$ cat config.mk
export PLATFORM = sky130hd
export DESIGN_NAME = f_accum_reduce
export DESIGN_NICKNAME = d
export VERILOG_FILES = /design/src/rtl/f_accum_pkg.sv /design/src/rtl/f_accum_cmp.sv /design/src/rtl/f_accum_reduce.sv
export SDC_FILE = /design/constraint.sdc
export NUM_CORES = 1
export LEC_CHECK = 0
export ABC_AREA = 0
export ABC_CLOCK_PERIOD_IN_PS = 7700
export CORE_ASPECT_RATIO = 0.5
export CORE_MARGIN = 1.5
export CORE_UTILIZATION = 50
export CTS_CLUSTER_DIAMETER = 60
export DETAILED_ROUTE_END_ITERATION = 6
export GPL_ROUTABILITY_DRIVEN = 0
export GPL_TIMING_DRIVEN = 0
export PLACE_DENSITY = 0.83
export REMOVE_ABC_BUFFERS = 1
export SLEW_MARGIN = 20
export SYNTH_ARGS = -nofsm -noshare
export SYNTH_HDL_FRONTEND = slang
export SYNTH_SLANG_ARGS = --single-unit
$ cat constraint.sdc
create_clock -name clk -period 7.7 [get_ports clk]
set_input_delay 1.155 -clock clk [delete_from_list [all_inputs] [get_ports clk]]
set_output_delay 1.155 -clock clk [all_outputs]
set_load 0.02 [all_outputs]
$ cat src/rtl/f_accum_pkg.sv
// Shared types and float helpers for the windowed float reducer.
// Helpers take values zero-extended to F_MAX_W bits plus the real widths.
package f_accum_pkg;

    localparam int F_MAX_W = 64;

    typedef enum logic [1:0] {
        MODE_MAX    = 2'b00,
        MODE_MIN    = 2'b01,
        MODE_ABSMAX = 2'b10
    } mode_t;

    // Everything below the sign bit: exponent and mantissa together.
    function automatic logic [F_MAX_W-1:0] mag_of(input logic [F_MAX_W-1:0] v,
                                                  input int data_w);
        logic [F_MAX_W-1:0] mask;
        mask = (F_MAX_W'(1) << (data_w - 1)) - F_MAX_W'(1);
        return v & mask;
    endfunction

    function automatic logic is_nan(input logic [F_MAX_W-1:0] v,
                                    input int data_w,
                                    input int exp_w);
        logic exp_ones;
        logic man_nz;
        exp_ones = 1'b1;
        man_nz   = 1'b0;
        for (int i = 0; i < F_MAX_W; i++) begin
            if (i < data_w - 1 - exp_w) begin
                man_nz = man_nz | v[i];
            end else if (i < data_w - 1) begin
                exp_ones = exp_ones & v[i];
            end
        end
        return exp_ones && man_nz;
    endfunction

    // Strict IEEE greater-than for non-NaN operands; -0 and +0 compare equal.
    function automatic logic float_gt(input logic [F_MAX_W-1:0] a,
                                      input logic [F_MAX_W-1:0] b,
                                      input int data_w);
        logic               sa;
        logic               sb;
        logic [F_MAX_W-1:0] ma;
        logic [F_MAX_W-1:0] mb;
        sa = a[data_w-1];
        sb = b[data_w-1];
        ma = mag_of(a, data_w);
        mb = mag_of(b, data_w);
        if (ma == '0 && mb == '0) begin
            return 1'b0;
        end else if (sa != sb) begin
            return !sa;
        end else if (!sa) begin
            return ma > mb;
        end else begin
            return ma < mb;
        end
    endfunction

endpackage

$ cat src/rtl/f_accum_cmp.sv
// Combinational winner decision: does candidate a displace the held value b?
// NaN candidates never win; a held NaN loses to any non-NaN candidate.
import f_accum_pkg::*;

module f_accum_cmp #(
    parameter int DATA_W = 32,
    parameter int EXP_W  = 8
) (
    input  logic [DATA_W-1:0] a,
    input  logic [DATA_W-1:0] b,
    input  mode_t             mode,
    output logic              a_wins
);

    logic [F_MAX_W-1:0] a_ext;
    logic [F_MAX_W-1:0] b_ext;
    logic               a_nan;
    logic               b_nan;

    always_comb begin
        a_ext  = F_MAX_W'(a);
        b_ext  = F_MAX_W'(b);
        a_nan  = is_nan(a_ext, DATA_W, EXP_W);
        b_nan  = is_nan(b_ext, DATA_W, EXP_W);
        a_wins = 1'b0;
        if (a_nan) begin
            a_wins = 1'b0;
        end else if (b_nan) begin
            a_wins = 1'b1;
        end else begin
            // Strict compare throughout, so ties keep the earlier element.
            case (mode)
                MODE_MIN:    a_wins = float_gt(b_ext, a_ext, DATA_W);
                MODE_ABSMAX: a_wins = mag_of(a_ext, DATA_W) > mag_of(b_ext, DATA_W);
                default:     a_wins = float_gt(a_ext, b_ext, DATA_W);
            endcase
        end
    end

endmodule

$ cat src/rtl/f_accum_reduce.sv
// Windowed float reducer (MAX / MIN / ABSMAX) over fixed-stride windows.
// Define F_ACCUM_REDUCE_ARGIDX_EN to add the winner-index output out_idx.
import f_accum_pkg::*;

module f_accum_reduce #(
    parameter int DATA_W  = 32,
    parameter int EXP_W   = 8,
    parameter int DELAY_W = 7
) (
    input  logic               clk,
    input  logic               rst_n,
    input  logic               run,
    input  logic               running,
    input  logic [1:0]         mode,
    input  logic [DELAY_W-1:0] strideMinusOne,
    input  logic [DELAY_W-1:0] delay0,
    input  logic [DATA_W-1:0]  in0,
    output logic [DATA_W-1:0]  out0,
    output logic               out_valid
`ifdef F_ACCUM_REDUCE_ARGIDX_EN
    ,
    output logic [DELAY_W-1:0] out_idx
`endif
);

    logic [DELAY_W-1:0] delay_q;
    logic [DELAY_W-1:0] delay_d;
    logic [DATA_W-1:0]  stored_q;
    logic [DATA_W-1:0]  stored_d;
    logic               primed_q;
    logic               primed_d;
    mode_t              mode_q;
    mode_t              mode_d;
    logic               out_valid_q;
    logic               out_valid_d;
    logic               store;
    logic               last;
    logic               in_wins;

    f_accum_cmp #(
        .DATA_W (DATA_W),
        .EXP_W  (EXP_W)
    ) u_cmp (
        .a      (in0),
        .b      (stored_q),
        .mode   (mode_q),
        .a_wins (in_wins)
    );

    always_comb begin
        delay_d  = delay_q;
        stored_d = stored_q;
        primed_d = primed_q;
        mode_d   = mode_q;
        last     = 1'b0;
        store    = (delay_q == '0);

        // The counter keeps turning even while running is low.
        if (run) begin
            delay_d = delay0;
        end else if (!store) begin
            delay_d = delay_q - 1'b1;
        end else begin
            delay_d = strideMinusOne;
        end

        // run has priority: the sample presented with it is not folded in.
        if (run) begin
            mode_d   = mode_t'(mode);
            primed_d = 1'b0;
        end else if (running) begin
            if (store) begin
                stored_d = in0;
                primed_d = 1'b1;
                last     = (strideMinusOne == '0);
            end else begin
                if (in_wins) begin
                    stored_d = in0;
                end
                last = primed_q && (delay_q == DELAY_W'(1));
            end
        end

        out_valid_d = last;
    end

    always_ff @(posedge clk) begin
        if (!rst_n) begin
            delay_q     <= '0;
            stored_q    <= '0;
            primed_q    <= 1'b0;
            mode_q      <= MODE_MAX;
            out_valid_q <= 1'b0;
        end else begin
            delay_q     <= delay_d;
            stored_q    <= stored_d;
            primed_q    <= primed_d;
            mode_q      <= mode_d;
            out_valid_q <= out_valid_d;
        end
    end

    // out_valid is a one-cycle pulse with no back-pressure: out0 carries the
    // finished window result exactly in the cycle out_valid is high.
    assign out0      = stored_q;
    assign out_valid = out_valid_q;

`ifdef F_ACCUM_REDUCE_ARGIDX_EN
    logic [DELAY_W-1:0] idx_q;
    logic [DELAY_W-1:0] idx_d;
    logic [DELAY_W-1:0] win_idx_q;
    logic [DELAY_W-1:0] win_idx_d;
    logic [DELAY_W-1:0] out_idx_q;
    logic [DELAY_W-1:0] out_idx_d;

    always_comb begin
        idx_d     = idx_q;
        win_idx_d = win_idx_q;
        if (run) begin
            idx_d     = '0;
            win_idx_d = '0;
        end else if (running) begin
            if (store) begin
                idx_d     = '0;
                win_idx_d = '0;
            end else begin
                idx_d = idx_q + 1'b1;
                if (in_wins) begin
                    win_idx_d = idx_q + 1'b1;
                end
            end
        end
        // Capture the index including the final element's own decision.
        out_idx_d = last ? win_idx_d : out_idx_q;
    end

    always_ff @(posedge clk) begin
        if (!rst_n) begin
            idx_q     <= '0;
            win_idx_q <= '0;
            out_idx_q <= '0;
        end else begin
            idx_q     <= idx_d;
            win_idx_q <= win_idx_d;
            out_idx_q <= out_idx_d;
        end
    end

    assign out_idx = out_idx_q;
`endif

endmodule

== After elaboration in Yosys (flattened, before gate mapping) ==
Index checks and enable logic that the tools add are counted.
W data, S select, Z words.
Word-level totals
  memory bits (read-only): 0
  input bits: 52
  memories kept: 0
  RAM bits: 0
  latch bits: 0
  word-level logic and storage cells: 105
  output and inout port bits: 33
  bits in registers: 43
Operators by class
  multiply operators: 0
  divide/modulo/power cells: 0
  bitwise operators: 61
  equal/unequal tests: 5
  shifts and indexed selects: 0
  $lt $le $gt $ge: 4
  reductions and logical operators: 15
  muxes and demuxes: 14
  add/sub/neg operators: 1
Operator list (number)
  $logic_not A64 Y1: 2
  $mux W32: 2
  $gt A31 B31 Y1: 2
  $lt A31 B31 Y1: 2
  $or A1 B1 Y1: 44
  $and A1 B1 Y1: 14
  $logic_not A7 Y1: 2
  $mux W7: 2
  $mux W1: 9
  $eq A7 B1 Y1 const B: 1
  $sub A7 B1 Y7 const B: 1
  $logic_and A1 B1 Y1: 4
  $not A1 Y1: 3
  $reduce_and A3 Y1: 1
  $reduce_or A3 Y1: 1
  $eq A2 B1 Y1 const B: 1
  $eq A2 B2 Y1 const B: 1
  $logic_not A1 Y1: 2
  $ne A1 B1 Y1: 2
  $pmux W1 S2: 1
  $reduce_and A2 Y1: 1
  $reduce_bool A2 Y1: 1
  $reduce_or A2 Y1: 1

== Depth between registers and ports, before layout ==
  word-level depth: 27
  depth in mapped cells: 11
  depth with buffers taken out: 10

== Modules after synthesis ==
Synthesis repeated with hierarchy kept, for this count alone.
Unflattened totals
  cells, all modules: 366
  area, all modules: 3031.7 um^2
By module, submodules not included
  f_accum_reduce: cells each 212, instances 1, area an instance 1916.8 um^2, sequential area each 860.8 um^2
  f_accum_cmp: cells each 154, instances 1, area an instance 1114.8 um^2, sequential area each 0.0 um^2

== Worst setup path before layout ==
Ideal clock, no wire load.
  path kind: input port to flip-flop
  from: input in0[29]
  to: register stored_q[0], in the netlist out0[0]
  path buffers: 1
  data required time: 7628 ps
  data arrival time: 3200 ps
  cell stages on the path: 10
  setup time: 72 ps
  setup slack: 4429 ps
  cells stage by stage: ha_1 -> nand4_1 -> nor3_1 -> a211oi_1 -> o21a_1 -> a21oi_1 -> o32a_2 -> o22ai_4 -> buf_12 -> mux2i_1
Between the ends
  cells in the longest elaborated chain, start to end: 9
  elaborated cells on any way between the ends: 20
  classes of those cells: order compare (4); mux (9); bitwise (2); reduce/logical (5)
RTL lines
  start: declaration: RTL line f_accum_reduce.sv:17  | input logic [DATA_W-1:0] in0,
  $gt A31 B31 Y1, or another cell as far along: RTL line f_accum_pkg.sv:55, f_accum_cmp.sv:34
  $mux W1: RTL line f_accum_pkg.sv:54  | end else if (!sa) begin
  $mux W1: RTL line f_accum_pkg.sv:52  | end else if (sa != sb) begin
  $mux W1: RTL line f_accum_pkg.sv:50  | if (ma == '0 && mb == '0) begin
  $pmux W1 S2: RTL line f_accum_cmp.sv:32  | case (mode)
  $mux W1: RTL line f_accum_cmp.sv:28  | end else if (b_nan) begin
  $mux W1 (*): RTL line f_accum_cmp.sv:26  | if (a_nan) begin
  $reduce_bool A2 Y1 (no source line) (*)
  $reduce_and A3 Y1 (no source line) (*)
  end signal: assignment: RTL line f_accum_reduce.sv:96  | stored_q <= stored_d;
  end: declaration: RTL line f_accum_reduce.sv:28  | logic [DATA_W-1:0] stored_q;
Mark *: on every way between the ends. The rest lies on a longest branch, timed or not.
A chain may end at the register's enable or synchronous reset.

== Worst setup path in the final report ==
  from: input in0[2]
  to: register stored_q[11], in the netlist out0[11]
Between the ends
  cells in the longest elaborated chain, start to end: 25
  elaborated cells on any way between the ends: 39
  classes of those cells: order compare (4); mux (9); bitwise (21); reduce/logical (5)
RTL lines
  $or A1 B1 Y1 (21 in a row): RTL line f_accum_pkg.sv:30  | man_nz = man_nz | v[i];
  $logic_and A1 B1 Y1: RTL line f_accum_pkg.sv:35  | return exp_ones && man_nz;
  $mux W1 (*): RTL line f_accum_cmp.sv:26
  $reduce_bool A2 Y1 (no source line) (*)
  $reduce_and A3 Y1 (no source line) (*)
Marked as above.

==> impl_metrics.yaml <==
run_status:
  status: "finished, final reports clean"
global_routing:
  gr-total-overflow: 0
  grt-busiest-layer: "met2"
  grt_pass1_wl_mm: 12.9
  grt_max_degree: 36
  met1_usage: 0.310
  grt_usage: 0.245
  antenna_found_initial: 0
  grtUsageMet3: 0.0481
  use_met2: 0.439
  grt_pass1_vias: 2836
power:
  p_leak_uw: 0.00154
  irDropWorstVdd_v: 0.000105
  combPwrFrac: 0.291
  p_sw_frac: 0.295
  powerDensity_nw_per_um2: 172
  p_total_uw: 715
  pwr-share-seq: 0.357
  clkPwrFrac: 0.352
  p_sw_uw: 211
  p_int_uw: 504
timing:
  clock_skew_ns: 0.00458
  setup_tns_ns: 0
  timing.slew.headroom: 0.654
  fmax_mhz: 246
  drv_slew: 0
  worst_pin_slew_ns: 0.515
  setup_viol: 0
  rsz0062_at_grt: "false"
  fin_crit_ns: 4.07
  period_share: 0.529
  finalHoldViolations: 0
route:
  routedWlPerCell_um: 15.0
  postRouteWirelength_mm: 7.85
  drt_iter0_drc: 264
  vias: 2983
  viasPerCell: 5.68
  drcViolationCount: 0
  ant_nets: 0
  drt_first_pass_iters: 5
cells_and_area:
  area_growth_pct: 36.3
  antenna_cells: 0
  nNetsFinal: 538
  layout-drive-gt1-share: 0.0487
  utilization: 0.731
  nFillCells: 439
clock_tree:
  cts_inserted_buffers: 5
  cts_resized: 0
  cts_tree: "done"
  clkTransAtPathRegs_ns: 0.06
  cts_root_buffer: "clkbuf_16"
  clockBufferDepth: 2
  hold_buffers: 0
  clock_latency_ns: 0.29
  cts_sinks: 43
  post_cts_buffers: 0
  htree_levels: 2
min_path:
  hold_path.startpoint: "out0[0]"
  min_delay_path_depth: 2
  holdCritPathClass: "flip-flop to flip-flop"
  whs_endpoint: "out0[0]"
critical_path:
  regToRegSetupSlack_ns: 4.57
  cp_common_cell: "a21oi_1"
  crit_buf_inv: 3
  reg2reg_to: "out0[11]"
  critPathMaxStageDelay_ns: 0.47
  crit_chain: "clkdlybuf4s50_1 > ha_1 > a21oi_1 > a21oi_1 > o31a_1 > o21ai_0 > a21oi_1 > o32a_2 > o22ai_4 > buf_16 > buf_16 > mux2i_1"
  cp_max_fo: 14
  worst_ep_required_time_ns: 7.92
  critical_path_class: "input pin to flip-flop"
  cpMaxStageDelayCell: "clkdlybuf4s50_1"
  r2r_cells: 12
  critPathTopFamily: "compound AO/OA/AOI/OAI gates"
  critical_path_arrival_ns: 4.29
  critPathLaunchType: "input pin"
  reg2reg_from: "out0[4]"
  crit_path_end_kind: "flip-flop"
yosys:
  netlist_area_um2: 3050
  ys_ff_latch: 43
  syn_inst: 369
  ys.flop_type: "dfxtp_1"
  yosys_warnings: 0
  yosysSeqAreaShare: 0.282
  synthArstFlopShare: 0
  syn_area_per_cell_um2: 8.26
  synth_edf_count: 0
  synth_cell_types: 46
placed_design:
  dpl.hpwl_mm: 6.12
  portBuffers: 84
floorplanning:
  pin_count: 85
  num_rows: 19
  initial_core_util: 0.536
  dieWidth_um: 113
  core_area_um2: 5680
  die_y_um: 58.2
  dieArea_um2: 6600
job:
  max_cap_violations: 0
[power groups by stage]
stage	combinational (uW)	sequential, uW	clock, uW
after global placement	190	258	0
after global routing	228	257	267
final	208	255	252
after detailed placement	205	259	0
after floorplan	100	269	0
after CTS	207	255	254
[final cells by class]
type / instances / area [um^2] / area share
Clock buffer: 6 / 139 / 0.0334
Clock inverter: 2 / 35.0 / 0.00843
Inverter: 39 / 146 / 0.0352
Multi-Input combinational cell: 274 / 1940 / 0.466
Sequential cell: 43 / 861 / 0.207
Tap cell: 73 / 91.3 / 0.0220
Timing Repair Buffer: 88 / 946 / 0.228
[how the worst max path moves through the flow]
stage,from,end,slack (ns),cells past startpoint
after detailed placement,in0[29],out0[9],3.33,12
after floorplan,in0[29],out0[0],3.98,9
after global placement,in0[29],out0[12],3.10,10
final,in0[2],out0[11],3.63,12
after global routing,in0[4],out0[11],3.40,12
after CTS,in0[2],out0[11],3.61,12
[worst register-to-register path, delay by kind of cell, from the launching register on]
| family | cells | cell delay (ns) |
|---|---|---|
| compound gates | 6 | 1.63 |
| fa+ha+maj | 1 | 0.29 |
| simple gates | 1 | 0.09 |
| mux | 1 | 0.20 |
| flops | 1 | 0.39 |
| buf+inv | 3 | 0.45 |
[cells in the mapped netlist, drive strengths merged, types with 3 or more instances]
master  instances  area (um^2)
dfxtp          43          861
nand3           6         30.0
nor4           19          138
o21a            3         22.5
o211ai          3         22.5
o21ai          13         76.3
xnor2           3         26.3
o211a           3         30.0
inv            39          146
nor2            7         26.3
and2            3         18.8
mux2i          34          340
nand4          13         81.3
a21oi          17         88.8
nor3            5         25.0
buf             5         75.1
nor2b           6         37.5
clkbuf          8         30.0
a211oi          4         30.0
nand2          77          289
ha             35          438
[flip-flops by register name, summed over array words and instances, names as in the netlist]
| name | count |
|---|---|
| delay_q | 7 |
| mode_q | 2 |
| out0 | 32 |
| out_valid | 1 |
| primed_q | 1 |
[through the flow]
step	cells	hold slack (ns)	setup slack (ns)	area (um^2)
after global routing	525	0.507	3.40	4150
final	525	0.492	3.63	4150
after detailed placement	517	0.481	3.33	3980
after global placement	513	0.475	3.10	3870
after floorplan	356	0.488	3.98	2940
after CTS	525	0.490	3.61	4150
[layer usage]
metal	vias to the layer above	routed length, um
met5	-	0
met4	0	100
met2	97	3750
li1	1465	-
met3	14	426
met1	1407	3580
[placed cells by master (no fill, tap or decap), types with 7 or more instances in the layout]
| master | n |
|---|---|
| nand2_1 | 77 |
| ha_1 | 35 |
| o21ai_0 | 11 |
| mux2i_1 | 34 |
| inv_1 | 39 |
| nor2_1 | 7 |
| a21oi_1 | 16 |
| nand4_1 | 13 |
| nor4_1 | 16 |
| clkdlybuf4s50_1 | 83 |
| dfxtp_1 | 43 |
[kinds of logic (layout without fill, tap and decap cells)]
family,after synthesis,after routing,synth area share
AOI/OAI and AO/OA,55,55,0.131
DFF,43,43,0.282
buffers and inverters,52,135,0.0825
muxes,34,34,0.112
adders and majority gates,35,35,0.144
and+or+nand+nor,146,146,0.237
xor gates and xnor gates,4,4,0.0115
Note: power is estimated with default switching activity, not from simulation.
